### src/rtl/microcode_pkg.sv
// Shared definitions for the microcode loader and the microcoded FSM that consumes its tables.
package microcode_pkg;

    typedef enum logic [2:0] {
        ST_IDLE,
        ST_HDR,
        ST_CS,
        ST_D1,
        ST_D2,
        ST_CHK,
        ST_DONE,
        ST_ERR
    } state_t;

    localparam logic [1:0] SEL_CS = 2'd0;
    localparam logic [1:0] SEL_D1 = 2'd1;
    localparam logic [1:0] SEL_D2 = 2'd2;

    localparam logic [7:0] HDR_DEFAULT  = 8'hA5;
    localparam int         CS_DEPTH_DEF = 16;
    localparam int         DT_DEPTH_DEF = 4;

endpackage

### src/rtl/ucode_sum_acc.sv
// 8-bit modulo-256 accumulator; match compares the running sum against the current byte.
module ucode_sum_acc (
    input  logic       clk,
    input  logic       rst_n,
    input  logic       clr,
    input  logic       add_en,
    input  logic [7:0] data,
    output logic       match
);

    logic [7:0] sum;

    always_ff @(posedge clk or negedge rst_n) begin
        if (!rst_n)      sum <= 8'd0;
        else if (clr)    sum <= 8'd0;
        else if (add_en) sum <= sum + data;
    end

    assign match = (sum == data);

endmodule

### src/rtl/microcode_loader.sv
// Streams a framed, checksummed image into the control store and both dispatch tables.
module microcode_loader
    import microcode_pkg::*;
#(
    parameter logic [7:0] HDR      = HDR_DEFAULT,
    parameter int         CS_DEPTH = CS_DEPTH_DEF,
    parameter int         DT_DEPTH = DT_DEPTH_DEF
) (
    input  logic       clk,
    input  logic       rst_n,
    input  logic       start,
    input  logic       s_valid,
    input  logic [7:0] s_data,
    output logic       s_ready,
    output logic       wr_en,
    output logic [1:0] wr_sel,
    output logic [3:0] wr_addr,
    output logic [3:0] wr_data,
    output logic       busy,
    output logic       done,
    output logic       err,
    output logic       table_valid
);

    localparam logic [3:0] CS_LAST = 4'(CS_DEPTH - 1);
    localparam logic [3:0] DT_LAST = 4'(DT_DEPTH - 1);

    state_t     state, state_n;
    logic [3:0] idx, idx_n;
    logic       accept;
    logic       sum_clr, sum_add, sum_match;
    logic       wr_en_n, done_n, err_n, tv_n;
    logic [1:0] wr_sel_n;
    logic [3:0] wr_addr_n, wr_data_n;

    assign s_ready = (state inside {ST_HDR, ST_CS, ST_D1, ST_D2, ST_CHK});
    assign busy    = s_ready;
    assign accept  = s_valid & s_ready;

    ucode_sum_acc u_sum (
        .clk    (clk),
        .rst_n  (rst_n),
        .clr    (sum_clr),
        .add_en (sum_add),
        .data   (s_data),
        .match  (sum_match)
    );

    always_comb begin
        state_n   = state;
        idx_n     = idx;
        wr_en_n   = 1'b0;
        wr_sel_n  = wr_sel;
        wr_addr_n = wr_addr;
        wr_data_n = wr_data;
        done_n    = 1'b0;
        err_n     = err;
        tv_n      = table_valid;
        sum_clr   = 1'b0;
        sum_add   = 1'b0;
        case (state)
            ST_IDLE, ST_DONE, ST_ERR: begin
                if (start) begin
                    state_n = ST_HDR;
                    err_n   = 1'b0;
                    tv_n    = 1'b0;
                    idx_n   = 4'd0;
                    sum_clr = 1'b1;
                end
            end
            ST_HDR: begin
                if (accept && s_data == HDR) state_n = ST_CS;
            end
            ST_CS: begin
                if (accept) begin
                    // Reserved bits set: abort before the byte touches the store or the sum.
                    if (|s_data[7:3]) begin
                        state_n = ST_ERR;
                        err_n   = 1'b1;
                    end else begin
                        wr_en_n   = 1'b1;
                        wr_sel_n  = SEL_CS;
                        wr_addr_n = idx;
                        wr_data_n = {1'b0, s_data[2:0]};
                        sum_add   = 1'b1;
                        idx_n     = (idx == CS_LAST) ? 4'd0 : idx + 4'd1;
                        if (idx == CS_LAST) state_n = ST_D1;
                    end
                end
            end
            ST_D1, ST_D2: begin
                if (accept) begin
                    if (|s_data[7:4]) begin
                        state_n = ST_ERR;
                        err_n   = 1'b1;
                    end else begin
                        wr_en_n   = 1'b1;
                        wr_sel_n  = (state == ST_D1) ? SEL_D1 : SEL_D2;
                        wr_addr_n = idx;
                        wr_data_n = s_data[3:0];
                        sum_add   = 1'b1;
                        idx_n     = (idx == DT_LAST) ? 4'd0 : idx + 4'd1;
                        if (idx == DT_LAST) state_n = (state == ST_D1) ? ST_D2 : ST_CHK;
                    end
                end
            end
            ST_CHK: begin
                if (accept) begin
                    if (sum_match) begin
                        state_n = ST_DONE;
                        tv_n    = 1'b1;
                        done_n  = 1'b1;
                    end else begin
                        state_n = ST_ERR;
                        err_n   = 1'b1;
                    end
                end
            end
            default: state_n = ST_IDLE;
        endcase
    end

    always_ff @(posedge clk or negedge rst_n) begin
        if (!rst_n) begin
            state       <= ST_IDLE;
            idx         <= 4'd0;
            wr_en       <= 1'b0;
            wr_sel      <= 2'd0;
            wr_addr     <= 4'd0;
            wr_data     <= 4'd0;
            done        <= 1'b0;
            err         <= 1'b0;
            table_valid <= 1'b0;
        end else begin
            state       <= state_n;
            idx         <= idx_n;
            wr_en       <= wr_en_n;
            wr_sel      <= wr_sel_n;
            wr_addr     <= wr_addr_n;
            wr_data     <= wr_data_n;
            done        <= done_n;
            err         <= err_n;
            table_valid <= tv_n;
        end
    end

endmodule

### config.mk
export PLATFORM = sky130hd
export DESIGN_NAME = microcode_loader
export DESIGN_NICKNAME = d
export VERILOG_FILES = /design/src/rtl/microcode_pkg.sv /design/src/rtl/ucode_sum_acc.sv /design/src/rtl/microcode_loader.sv
export SDC_FILE = /design/constraint.sdc
export NUM_CORES = 1
export LEC_CHECK = 0
export CORE_UTILIZATION = 50
export DETAILED_ROUTE_END_ITERATION = 8
export PLACE_DENSITY = 0.78
export RECOVER_POWER = 50
export SKIP_LAST_GASP = 1
export SYNTH_ARGS = -nofsm -noshare
export SYNTH_HDL_FRONTEND = slang
export SYNTH_HIERARCHICAL = 1
export SYNTH_SLANG_ARGS = --single-unit
### constraint.sdc
create_clock -name clk -period 2.4 [get_ports clk]
set_input_delay 0.48 -clock clk [delete_from_list [all_inputs] [get_ports clk]]
set_output_delay 0.48 -clock clk [all_outputs]
set_load 0.02 [all_outputs]
==> run summary <==
Status: finished, final reports clean
CTS H-tree lvls: 2
Top-Level Pins: 28
Yosys cell types: 54
# Post-CTS Setup Buffers: 0
Largest net degree at the start of global routing: 30
Hpwl dp: 3.44 mm
Max-slew violation count: 0
Initial DRC count: 161
Clock root buffer: clkbuf_4
Fin nets: 257
EDFF count, synth: 0
Setup crit end kind: register
Crit path max-delay family: buffers and inverters
Post-route setup TNS: 0 ns
Register area share after synthesis: 40.3%
Reg clk slew, reported paths: 0.09 ns
Worst stage delay on the critical path: 0.48 ns
Critical path startpoint category: primary input
Combinational family with the most area after synthesis: compound AO/OA/AOI/OAI gates
Ys async rst share: 100%
Largest area contributor in the netlist: dfrtp_1
Global-route usage over all layers: 26.5%
Share of cells above drive strength 1: 27.4%
Synth area leaders: dfrtp_1, mux2_2, ha_1, mux2i_1, nand2_1
First-pass GRT wire length: 7.31 mm
Die span in x: 62.0 um
Vias in the first global route: 1574
CTS Buf Count: 5
Antenna viol nets, final: 0
Antenna diode count: 0
RSZ-0062 raised after global routing: yes
Clk buf depth: 2
Simple-gate share of the synthesized area: 17.4%
Drt pass-1 iters: 4
Crit-path slowest cell: clkdlybuf4s50_1
XOR/XNOR share of the synthesized area: 1.94%
DRC violations left: 0
VDD IR max: 0.600 mV
Clock Latency Late Sink: 0.33 ns
Drt total wl: 4.64 mm
Area share of fa/ha/maj cells after synthesis: 6.67%
Hold-fix buffers, CTS: 0
Req. time, crit path: 2.61 ns
Final GP Congestion: 0.957
Vias per cell: 5.83
Crit path buf inv count: 2
Initial core utilization: 53.2%
YS warnings: 6
Worst Max-Slew Pin Slew: 0.382 ns
Pleak: 1.11 nW
Post-layout min period: 2.33 ns
Most frequent cells in the layout: buf_4, dfrtp_1, nand2_1, clkdlybuf4s50_1, nor2_1
Post-synth top area share: 40.3%
CTS tree: yes
Worst path cell trace: clkdlybuf4s50_1, buf_4, xnor2_1, nand2_1, nor4_4, nor2b_1, o22ai_1, nand2_1, o21bai_1, mux2_2
Total core area: 3390 um^2
Via count: 1650
Worst Clk Skew: 0.0105 ns
# fillers: 244
Arrival time worst endpoint: 2.54 ns
Die ar.: 3850 um^2
Synth Area in Compound Gates: 19.8%
Critical path class: in -> reg
WHS: 0.516 ns
HP Class: reg -> reg
Post-synth top flop: dfrtp_1
Port-buffer cells: 27
Number of synthesized register bits: 29
Hold Fails Final Rpt: 0
Most common cell on crit path: nand2_1
Final period util: 97.2%
Row count: 21
Syn avg cell area: 9.95 um^2
Clock sink count: 29
Synthesized instance count: 181
Initial antenna violation count: 0
Max cap viols: 0
Height of the chip: 62.0 um
Area delta synth->final: 37.5%
P per Cell Area: 894 nW/um^2
Mux contribution to synthesized area: 10.4%
Total congestion overflow: 0
Worst slew margin: 74.5%
FMAX: 428 MHz
Syn_nets: 202
Most common cell after layout, fill and taps aside: buf_4
Synthesized area: 1800 um^2
Drt wl/cell: 16.4 um
Final setup vio count: 0
Critical path fanouts, max: 6
layout make-up:
type	instances	area (um^2)	area share [%]
Multi-Input combinational cell	138	1100	44.4
Clock buffer	7	65.1	2.63
Sequential cell	29	728	29.4
Clock inverter	1	5.00	0.202
Inverter	6	22.5	0.909
Timing Repair Buffer	56	498	20.1
Tap cell	46	57.6	2.32
worst reg2reg max path, stage by stage (launching register included):
cell and delay (ns):
dfrtp_1 0.45, ha_4 0.27, nor4_2 0.25, nand2_1 0.13
nor4_4 0.32, nor2b_1 0.07, o22ai_1 0.14, nand2_1 0.09
o21bai_1 0.16, mux2_2 0.26
metrics by stage:
stage	utilization (%)	total power [W]	setup slack (ns)	instances	cell area (um^2)
3_3_place_gp	68.3	0.00179	-0.410	275	2310
2_1_floorplan	-	0.00141	0.135	181	1810
4_1_cts	70.7	0.00218	0.00535	283	2400
6_report	73.1	0.00221	0.0662	283	2480
5_1_grt	73.1	0.00237	-0.0660	283	2480
3_5_place_dp	68.3	0.00183	-0.444	275	2310
cell families (layout without fill, tap and decap cells):
| kind of cell | after synthesis | after routing |
|---|---|---|
| mux | 17 | 17 |
| xor+xnor | 4 | 4 |
| buf+inv | 14 | 70 |
| flops | 29 | 29 |
| compound gates | 51 | 51 |
| simple gates | 57 | 57 |
| fa+ha+maj | 9 | 9 |
path summary, 6_finish.rpt:
check / start / to / slack, ns / cells past startpoint
hold reg to reg: wr_data[2] / wr_data[2] / 0.52 / 1
max in group asynchronous: rst_n / state[0] / 1.49 / 2
setup / recovery: s_data[7] / state[0] / 0.07 / 10
hold / removal: wr_data[2] / wr_data[2] / 0.52 / 1
min in group asynchronous: rst_n / u_sum/sum[7] / 0.59 / 2
setup reg to reg: u_sum/sum[1] / state[0] / 0.14 / 9
state kept, by name, indices dropped and copies added, names as in the netlist:
signal and flops:
wr_sel 2, table_valid 1, state 3, wr_en 1, err 1, idx 4, done 1, wr_addr 4
wr_data 4, u_sum/sum 8
synthesized netlist by cell type (4+ instances only):
cell type	count
a21o_1	5
a21oi_1	8
dfrtp_1	29
ha_1	8
inv_1	6
mux2_2	10
mux2i_1	6
nand2_1	15
nand3_1	5
nor2_1	13
o21ai_0	8
o22ai_1	4
xnor2_1	4
power by group:
group	internal (W)	leakage, nW	switching (W)
clock	0.000170	0.0413	0.000175
sequential	0.000617	0.379	0.000159
combinational	0.000546	0.694	0.000547
total	0.00133	1.11	0.000882
repair_timing:
item / 4_1_cts / 5_1_grt
pin swaps: 0 / 5
setup endpoints to repair: 2 / 6
resized for setup: 2 / 12
endpoints found under the hold margin: 0 / 0
per-layer routing:
metal	share of wire, %	global-route usage, %
met1	44	33.9
met2	49	43.2
met3	4.7	6.63
met4	1.9	10.2
met5	0	0
No activity file was read; power rests on OpenSTA's default activity.
